[config.mk]
export PLATFORM = sky130hd
export DESIGN_NAME = vector_vrf_port_sequencer_flat
export DESIGN_NICKNAME = d
export VERILOG_FILES = /design/src/rtl/vector_vrf_port_sequencer_if.sv /design/src/rtl/vector_vrf_port_sequencer.sv /design/src/flat_wrapper.sv
export SDC_FILE = /design/constraint.sdc
export NUM_CORES = 1
export LEC_CHECK = 0
export BUFFER_PORTS_ARGS = -buffer_cell sky130_fd_sc_hd__buf_2
export CAP_MARGIN = 0
export CORE_AREA = 3 3 98 100
export DETAILED_ROUTE_END_ITERATION = 8
export DIE_AREA = 0 0 101 103
export PLACE_DENSITY_LB_ADDON = 0.05
export SLEW_MARGIN = 20
export SYNTH_ARGS = -nofsm -noshare
export SYNTH_HDL_FRONTEND = slang
export SYNTH_SLANG_ARGS = --single-unit
[constraint.sdc]
create_clock -name clk -period 7.1 [get_ports clk]
set_input_delay 0.71 -clock clk [delete_from_list [all_inputs] [get_ports clk]]
set_output_delay 0.71 -clock clk [all_outputs]
set_load 0.05 [all_outputs]
[src/rtl/vector_vrf_port_sequencer_if.sv]
// Request/grant bundle between the vector issue logic and the VRF port
// sequencer, together with the slice VRF control fields the sequencer drives.
interface vector_vrf_port_sequencer_if #(
    parameter int NUM_UNITS = 5,
    parameter int ADDR_W    = 5,
    parameter int SRC_W     = 3
);
    logic [NUM_UNITS-1:0]        rd_valid;
    logic [NUM_UNITS-1:0]        rd_two;
    logic [NUM_UNITS*ADDR_W-1:0] rd_addr_a;
    logic [NUM_UNITS*ADDR_W-1:0] rd_addr_b;
    logic [NUM_UNITS-1:0]        rd_ready;
    logic [NUM_UNITS-1:0]        wb_valid;
    logic [NUM_UNITS*ADDR_W-1:0] wb_addr;
    logic [NUM_UNITS-1:0]        wb_ready;
    logic                        vrf_en;
    logic                        vrf_we;
    logic [ADDR_W-1:0]           vrf_addr;
    logic [SRC_W-1:0]            vrf_src_unit;
    logic [NUM_UNITS*2-1:0]      reg_in_en;

    // Issue side: raises requests, observes grants and slice controls.
    modport master (
        output rd_valid, rd_two, rd_addr_a, rd_addr_b, wb_valid, wb_addr,
        input  rd_ready, wb_ready, vrf_en, vrf_we, vrf_addr, vrf_src_unit, reg_in_en
    );

    // Sequencer side.
    modport slave (
        input  rd_valid, rd_two, rd_addr_a, rd_addr_b, wb_valid, wb_addr,
        output rd_ready, wb_ready, vrf_en, vrf_we, vrf_addr, vrf_src_unit, reg_in_en
    );
endinterface

[src/rtl/vector_vrf_port_sequencer.sv]
// Single-port VRF scheduler for one vector slice. Each cycle grants one
// access: a write-back (fixed priority, lowest unit first) or an operand read
// (round-robin). Two-operand reads occupy two consecutive cycles atomically.
// The unit input-register enable is pulsed one cycle after each read.
module vector_vrf_port_sequencer #(
    parameter int VRF_SIZE  = 32,
    parameter int NUM_UNITS = 5,
    parameter int ADDR_W    = $clog2(VRF_SIZE),
    parameter int SRC_W     = 3
) (
    input  logic                              clk,
    input  logic                              reset,
    vector_vrf_port_sequencer_if.slave        bus
);
    typedef enum logic {IDLE, SECOND_OP} state_e;

    state_e                 state_q, state_d;
    logic [SRC_W-1:0]       rr_ptr_q, rr_ptr_d;
    logic [SRC_W-1:0]       pend_unit_q, pend_unit_d;
    logic [ADDR_W-1:0]      pend_addr_q, pend_addr_d;
    logic [ADDR_W-1:0]      last_addr_q, last_addr_d;
    logic [SRC_W-1:0]       last_src_q, last_src_d;
    logic [NUM_UNITS*2-1:0] reg_in_en_q, reg_in_en_d;

    logic [ADDR_W-1:0]      rd_a [NUM_UNITS];
    logic [ADDR_W-1:0]      rd_b [NUM_UNITS];
    logic [ADDR_W-1:0]      wb_a [NUM_UNITS];
    logic                   wb_any;
    logic [SRC_W-1:0]       wb_sel;
    logic                   rd_any;
    logic [SRC_W-1:0]       rd_sel;
    logic                   rd_is_two;
    logic [SRC_W-1:0]       rr_idx;

    // Arbitration: lowest-index write-back, round-robin read after rr_ptr.
    always_comb begin
        wb_any = 1'b0;
        wb_sel = '0;
        rd_any = 1'b0;
        rd_sel = '0;
        rr_idx = '0;
        for (int u = 0; u < NUM_UNITS; u++) begin
            rd_a[u] = bus.rd_addr_a[u*ADDR_W +: ADDR_W];
            rd_b[u] = bus.rd_addr_b[u*ADDR_W +: ADDR_W];
            wb_a[u] = bus.wb_addr[u*ADDR_W +: ADDR_W];
        end
        for (int u = NUM_UNITS - 1; u >= 0; u--) begin
            if (bus.wb_valid[u]) begin
                wb_any = 1'b1;
                wb_sel = SRC_W'(u);
            end
        end
        for (int k = 1; k <= NUM_UNITS; k++) begin
            rr_idx = SRC_W'((int'(rr_ptr_q) + k) % NUM_UNITS);
            if (!rd_any && bus.rd_valid[rr_idx]) begin
                rd_any = 1'b1;
                rd_sel = rr_idx;
            end
        end
        // Only VALU (0) and PERMUTE (last) have a second operand.
        rd_is_two = bus.rd_two[rd_sel] &&
                    ((rd_sel == '0) || (rd_sel == SRC_W'(NUM_UNITS - 1)));
    end

    // State register; reset abandons any half-finished two-operand read.
    always_ff @(posedge clk) begin
        if (!reset) begin
            state_q     <= IDLE;
            rr_ptr_q    <= SRC_W'(NUM_UNITS - 1);
            pend_unit_q <= '0;
            pend_addr_q <= '0;
            last_addr_q <= '0;
            last_src_q  <= '0;
            reg_in_en_q <= '0;
        end else begin
            state_q     <= state_d;
            rr_ptr_q    <= rr_ptr_d;
            pend_unit_q <= pend_unit_d;
            pend_addr_q <= pend_addr_d;
            last_addr_q <= last_addr_d;
            last_src_q  <= last_src_d;
            reg_in_en_q <= reg_in_en_d;
        end
    end

    // Next state: pointer update, B-operand capture and the one-hot latch pulse.
    always_comb begin
        state_d     = state_q;
        rr_ptr_d    = rr_ptr_q;
        pend_unit_d = pend_unit_q;
        pend_addr_d = pend_addr_q;
        last_addr_d = last_addr_q;
        last_src_d  = last_src_q;
        reg_in_en_d = '0;
        case (state_q)
            IDLE: begin
                if (wb_any) begin
                    last_addr_d = wb_a[wb_sel];
                    last_src_d  = wb_sel;
                end else if (rd_any) begin
                    rr_ptr_d                     = rd_sel;
                    last_addr_d                  = rd_a[rd_sel];
                    last_src_d                   = rd_sel;
                    reg_in_en_d[{rd_sel, 1'b0}]  = 1'b1;
                    if (rd_is_two) begin
                        state_d     = SECOND_OP;
                        pend_unit_d = rd_sel;
                        pend_addr_d = rd_b[rd_sel];
                    end
                end
            end
            SECOND_OP: begin
                state_d                          = IDLE;
                last_addr_d                      = pend_addr_q;
                last_src_d                       = pend_unit_q;
                reg_in_en_d[{pend_unit_q, 1'b1}] = 1'b1;
            end
            default: state_d = IDLE;
        endcase
    end

    // Outputs: VRF controls and ready strobes; all forced low while in reset.
    always_comb begin
        bus.vrf_en       = 1'b0;
        bus.vrf_we       = 1'b0;
        bus.vrf_addr     = last_addr_q;
        bus.vrf_src_unit = last_src_q;
        bus.rd_ready     = '0;
        bus.wb_ready     = '0;
        if (!reset) begin
            bus.vrf_addr     = '0;
            bus.vrf_src_unit = '0;
        end else begin
            case (state_q)
                IDLE: begin
                    if (wb_any) begin
                        bus.vrf_en           = 1'b1;
                        bus.vrf_we           = 1'b1;
                        bus.vrf_addr         = wb_a[wb_sel];
                        bus.vrf_src_unit     = wb_sel;
                        bus.wb_ready[wb_sel] = 1'b1;
                    end else if (rd_any) begin
                        bus.vrf_en       = 1'b1;
                        bus.vrf_addr     = rd_a[rd_sel];
                        bus.vrf_src_unit = rd_sel;
                        if (!rd_is_two) begin
                            bus.rd_ready[rd_sel] = 1'b1;
                        end
                    end
                end
                SECOND_OP: begin
                    bus.vrf_en                = 1'b1;
                    bus.vrf_addr              = pend_addr_q;
                    bus.vrf_src_unit          = pend_unit_q;
                    bus.rd_ready[pend_unit_q] = 1'b1;
                end
                default: ;
            endcase
        end
    end

    assign bus.reg_in_en = reg_in_en_q;
endmodule

[src/flat_wrapper.sv]
// flat-port wrapper written by rule: the top's interface ports become plain ports
module vector_vrf_port_sequencer_flat 
#(
    parameter int VRF_SIZE  = 32,
    parameter int NUM_UNITS = 5,
    parameter int ADDR_W    = $clog2(VRF_SIZE),
    parameter int SRC_W     = 3
)
  (clk, reset, bus_rd_valid, bus_rd_two, bus_rd_addr_a, bus_rd_addr_b, bus_wb_valid, bus_wb_addr, bus_rd_ready, bus_wb_ready, bus_vrf_en, bus_vrf_we, bus_vrf_addr, bus_vrf_src_unit, bus_reg_in_en);
  vector_vrf_port_sequencer_if #(.NUM_UNITS(NUM_UNITS), .ADDR_W(ADDR_W), .SRC_W(SRC_W)) bus_i ();
  input  logic clk;
  input  logic reset;
  input wire logic [$bits(bus_i.rd_valid)-1:0] bus_rd_valid;
  input wire logic [$bits(bus_i.rd_two)-1:0] bus_rd_two;
  input wire logic [$bits(bus_i.rd_addr_a)-1:0] bus_rd_addr_a;
  input wire logic [$bits(bus_i.rd_addr_b)-1:0] bus_rd_addr_b;
  input wire logic [$bits(bus_i.wb_valid)-1:0] bus_wb_valid;
  input wire logic [$bits(bus_i.wb_addr)-1:0] bus_wb_addr;
  output wire logic [$bits(bus_i.rd_ready)-1:0] bus_rd_ready;
  output wire logic [$bits(bus_i.wb_ready)-1:0] bus_wb_ready;
  output wire logic [$bits(bus_i.vrf_en)-1:0] bus_vrf_en;
  output wire logic [$bits(bus_i.vrf_we)-1:0] bus_vrf_we;
  output wire logic [$bits(bus_i.vrf_addr)-1:0] bus_vrf_addr;
  output wire logic [$bits(bus_i.vrf_src_unit)-1:0] bus_vrf_src_unit;
  output wire logic [$bits(bus_i.reg_in_en)-1:0] bus_reg_in_en;
  assign bus_i.rd_valid = bus_rd_valid;
  assign bus_i.rd_two = bus_rd_two;
  assign bus_i.rd_addr_a = bus_rd_addr_a;
  assign bus_i.rd_addr_b = bus_rd_addr_b;
  assign bus_i.wb_valid = bus_wb_valid;
  assign bus_i.wb_addr = bus_wb_addr;
  assign bus_rd_ready = bus_i.rd_ready;
  assign bus_wb_ready = bus_i.wb_ready;
  assign bus_vrf_en = bus_i.vrf_en;
  assign bus_vrf_we = bus_i.vrf_we;
  assign bus_vrf_addr = bus_i.vrf_addr;
  assign bus_vrf_src_unit = bus_i.vrf_src_unit;
  assign bus_reg_in_en = bus_i.reg_in_en;
  vector_vrf_port_sequencer #(.VRF_SIZE(VRF_SIZE), .NUM_UNITS(NUM_UNITS), .ADDR_W(ADDR_W), .SRC_W(SRC_W)) u_core (.clk(clk), .reset(reset), .bus(bus_i));
endmodule
==> results.txt <==
The flow ran to the end, and the final reports show no timing, DRC or antenna violations. The tools report the cell area after synthesis as 4050 um^2. Walking the worst path, the cells encountered are ha_1 -> xnor2_4 -> inv_4 -> ha_1 -> nor4b_1 -> o31ai_1 -> and2_1 -> ha_1 -> nor2b_1 -> a2111o_1 -> and3_1 -> mux2i_1 -> o311ai_2 -> a21o_1 -> a21oi_1 -> o21ai_4 -> mux2i_1 -> mux4_2 -> a21oi_1 -> buf_2. The endpoint identified for the worst register-to-register timing path is u_core.pend_addr_q[0]. Sequential-to-total area share from yosys stat: 0.148. TritonCTS built the clock tree.

The initial DRC count came out at 408. The level count of the clock H-tree is 2. The number of detailed-route iterations in the first pass was 5. The number of buffers inserted by port buffering was 108; the ratio of routed vias to standard cells was 6.06.

The tools report the capture point of the critical path as bus_vrf_addr[3]. The library cell contributing the largest single delay on the critical path was mux4_2. The path length in cells of the critical path is 20, and the via count of the first global-routing pass is 4121.

The tools report the summed negative setup slack over all endpoints as 0 ns. The cell family with the largest share of critical-path delay is compound AO/OA/AOI/OAI gates. Launch instance of the worst register-to-register path: u_core.rr_ptr_q[1]. The achievable clock frequency is 152 MHz, and the per-instance average area after synthesis is 7.59 um^2.

Cell seen most often among critical-path stages: ha_1. The kind of start point of the critical path was a register. Setup violations remaining at the end of the flow were counted as 0. Of all nets on the critical path, the largest fanout is 14.

Cell taking the most area after synthesis: dfxtp_1. Fraction of post-synthesis cell area in the top cell type by area: 0.148. The worst hold-check path type is reg -> reg.

The largest single stage delay on the critical path is 0.46 ns. The worst register-to-register path has a depth of 21. Summed over all cells, the static leakage comes to 2.20 nW. Initial antenna violation count: 0. Critical path endpoint category: a primary output.

Met1 track utilization from global routing: 0.356. The library cell used most frequently in the layout, excluding fill and tap cells, is buf_2. The area growth from synthesis to layout is 20.0%. In this run the core area contains 34 standard-cell rows. The floorplan step set the die width to 101 um. For the worst setup path, the data required time is 6.39 ns. The tightest slew margin relative to the limit was 0.464. The post-CTS clock slew at the launch and capture registers of the worst setup and hold paths is 0.07 ns, and the global router's overall resource usage is 0.239. Counting instances, the worst hold path has a depth of 2.

Max-cap violations in this run came to 0. At the end of routability-driven placement, the weighted congestion stood at 0.933. For the minimum setup slack among reg-to-reg paths, the log shows 1.67 ns. Setup repair after global routing left no endpoint under its margin. The run gives 12800 um as the overall routed net length. Tracing the worst setup path back leads to its startpoint at u_core.rr_ptr_q[0].

For the number of hold violations in the final report, the log shows 0. Detailed placement ended at an HPWL of 10200 um. At the pin with the least slew margin, the transition time is 0.800 ns.

The global route total overflow was 0; the net total in the final layout was 762. In this run the standard cell core region covers 8760 um^2. The count of synthesis-stage warnings from yosys came out at 0. In this run the deepest clock path goes through 2 buffers. The repair_antennas step left the layout with diodes totalling 0. The post-cts hold buffer count was 0. The synthesized design contains 30 register bits.

The clock period minus final worst setup slack was 6.60 ns. The power per cell area is 116 nW/um^2, and the total die area is 10400 um^2. Power consumption: 564 uW. The type of the worst setup path was reg -> out. The floorplan step set the die height to 103 um. The number of sinks handled by clock tree synthesis was 30. Share of layout cells above drive strength 1: 0.268. The total CTS buffers is 5. For the worst vdd rail ir drop, the log shows 0.000110 V. The most frequently used flop master after synthesis was dfxtp_1.

The clock arrives with 0.00775 ns of skew. The effective utilization at floorplan was 0.462. The highest-utilization routing layer at the global route stage is met2.

The global-route wire length before repair came out at 20100 um. The tools report the via count of the routed design as 4564. The final worst-path cycle share was 0.929.

Yosys mapped the design onto 88 distinct sky130hd cell types. The tools report the number of instances in the synthesized netlist as 534. The async set or reset register ratio after synthesis is 0, and the later-pin clock latency in the skew report is 0.29 ns.

For the worst setup path, the data arrival time is 5.89 ns. Ranked by total cell area, the synthesized netlist is headed by dfxtp_1, ha_1, mux2i_1. The number of gates resized after CTS was 0. The remaining routing DRC violations was 0. The worst path buffer plus inverter count is 2. Leaving out fill and tap cells, the most frequent cells in the layout are buf_2, nand2_1, a21oi_1.

The met3 usage came out at 0.0284. In this run, synthesis inferred 0 flip-flops with an integrated enable. The logs give 0.369 for the met2 capacity usage during global routing and 652 for the net count of the mapped netlist. Maximum number of pins on one net before global-route repair: 26. For the number of max-slew violations in the final report, the log shows 0. Once the clock tree was built, the setup fixing pass inserted 0 buffers.

Pin placement for this block handled 122 I/O pins. The post-detailed-route count of antenna-violating nets came out at 0. After detailed routing, the average wire length per cell comes to 16.9 um.

The tools report the library cell used as clock root buffer as clkbuf_8.
-- synth_stat cells (5+ instances only) --
cell type,count
a21oi_1,39
nand2b_1,9
nor3_1,8
and3_1,9
o21a_1,5
nor3b_1,9
nor2b_1,7
mux2i_1,23
a221oi_1,5
nand2_1,45
a31oi_1,12
nand3_1,15
dfxtp_1,30
buf_2,8
a211oi_1,6
nor2_1,34
a21o_1,7
a2bb2oi_1,5
or3_1,5
inv_1,31
o221ai_1,5
ha_1,26
and2_1,6
o21bai_1,5
clkbuf_1,15
o21ai_0,34
o211ai_1,12
nor4_1,5
-- per-stage QoR --
stage / utilization / setup slack, ns / hold WS (ns) / cells / area (um^2)
floorplan: - / 0.154 / 0.459 / 534 / 4050
finish: 0.555 / 0.503 / 0.481 / 753 / 4860
detailed placement: 0.543 / 0.665 / 0.471 / 745 / 4760
CTS: 0.554 / 0.333 / 0.482 / 753 / 4850
global route: 0.555 / 0.0990 / 0.542 / 753 / 4860
global placement: 0.543 / 0.802 / 0.475 / 745 / 4760
-- layer usage --
metal	up-vias	wire [um]
met5	-	0
met4	0	138
met3	17	870
met2	160	5650
met1	2125	6100
li1	2262	-
-- how the worst min path moves through the flow --
| stage | start | endpoint | slack, ns |
|---|---|---|---|
| 2_1_floorplan | u_core.pend_unit_q[1] | u_core.pend_unit_q[1] | 0.46 |
| 3_3_place_gp | u_core.last_addr_q[1] | u_core.last_addr_q[1] | 0.47 |
| 3_5_place_dp | u_core.last_addr_q[1] | u_core.last_addr_q[1] | 0.47 |
| 4_1_cts | u_core.last_addr_q[1] | u_core.last_addr_q[1] | 0.48 |
| 5_1_grt | u_core.last_addr_q[1] | u_core.last_addr_q[1] | 0.54 |
| 6_report | u_core.last_addr_q[1] | u_core.last_addr_q[1] | 0.48 |
-- power breakdown --
group,internal [mW],total [mW],switching [mW]
Sequential,0.172,0.174,0.00145
Combinational,0.0990,0.243,0.144
Clock,0.0778,0.146,0.0686
Total,0.349,0.564,0.214
-- cell type report --
type | instances | area [um^2]
Timing Repair Buffer | 128 | 691
Inverter | 33 | 126
Multi-Input combinational cell | 446 | 3210
Tap cell | 108 | 135
Fill cell | 858 | 3900
Clock buffer | 6 | 82.6
Sequential cell | 30 | 601
Clock inverter | 2 | 12.5
-- worst min-delay path, cell delays in order (launching register included) --
cell and delay (ns):
dfxtp_1 0.30, nand2_1 0.04, a31oi_1 0.09
-- cell families after synthesis --
logic type                 synth area share
AOI/OAI and AO/OA                     0.373
xor gates and xnor gates             0.0222
adders and majority gates            0.0803
buffers and inverters                0.0605
DFF                                   0.148
muxes                                0.0735
and+or+nand+nor                       0.243
-- state kept, by name, indices dropped and copies added (netlist names) --
signal	flops
u_core.last_addr_q	5
u_core.pend_addr_q	5
u_core.last_src_q	3
u_core.state_q	1
u_core.pend_unit_q	3
u_core.bus.reg_in_en	10
u_core.rr_ptr_q	3
Note: power is estimated with default switching activity, not from simulation.
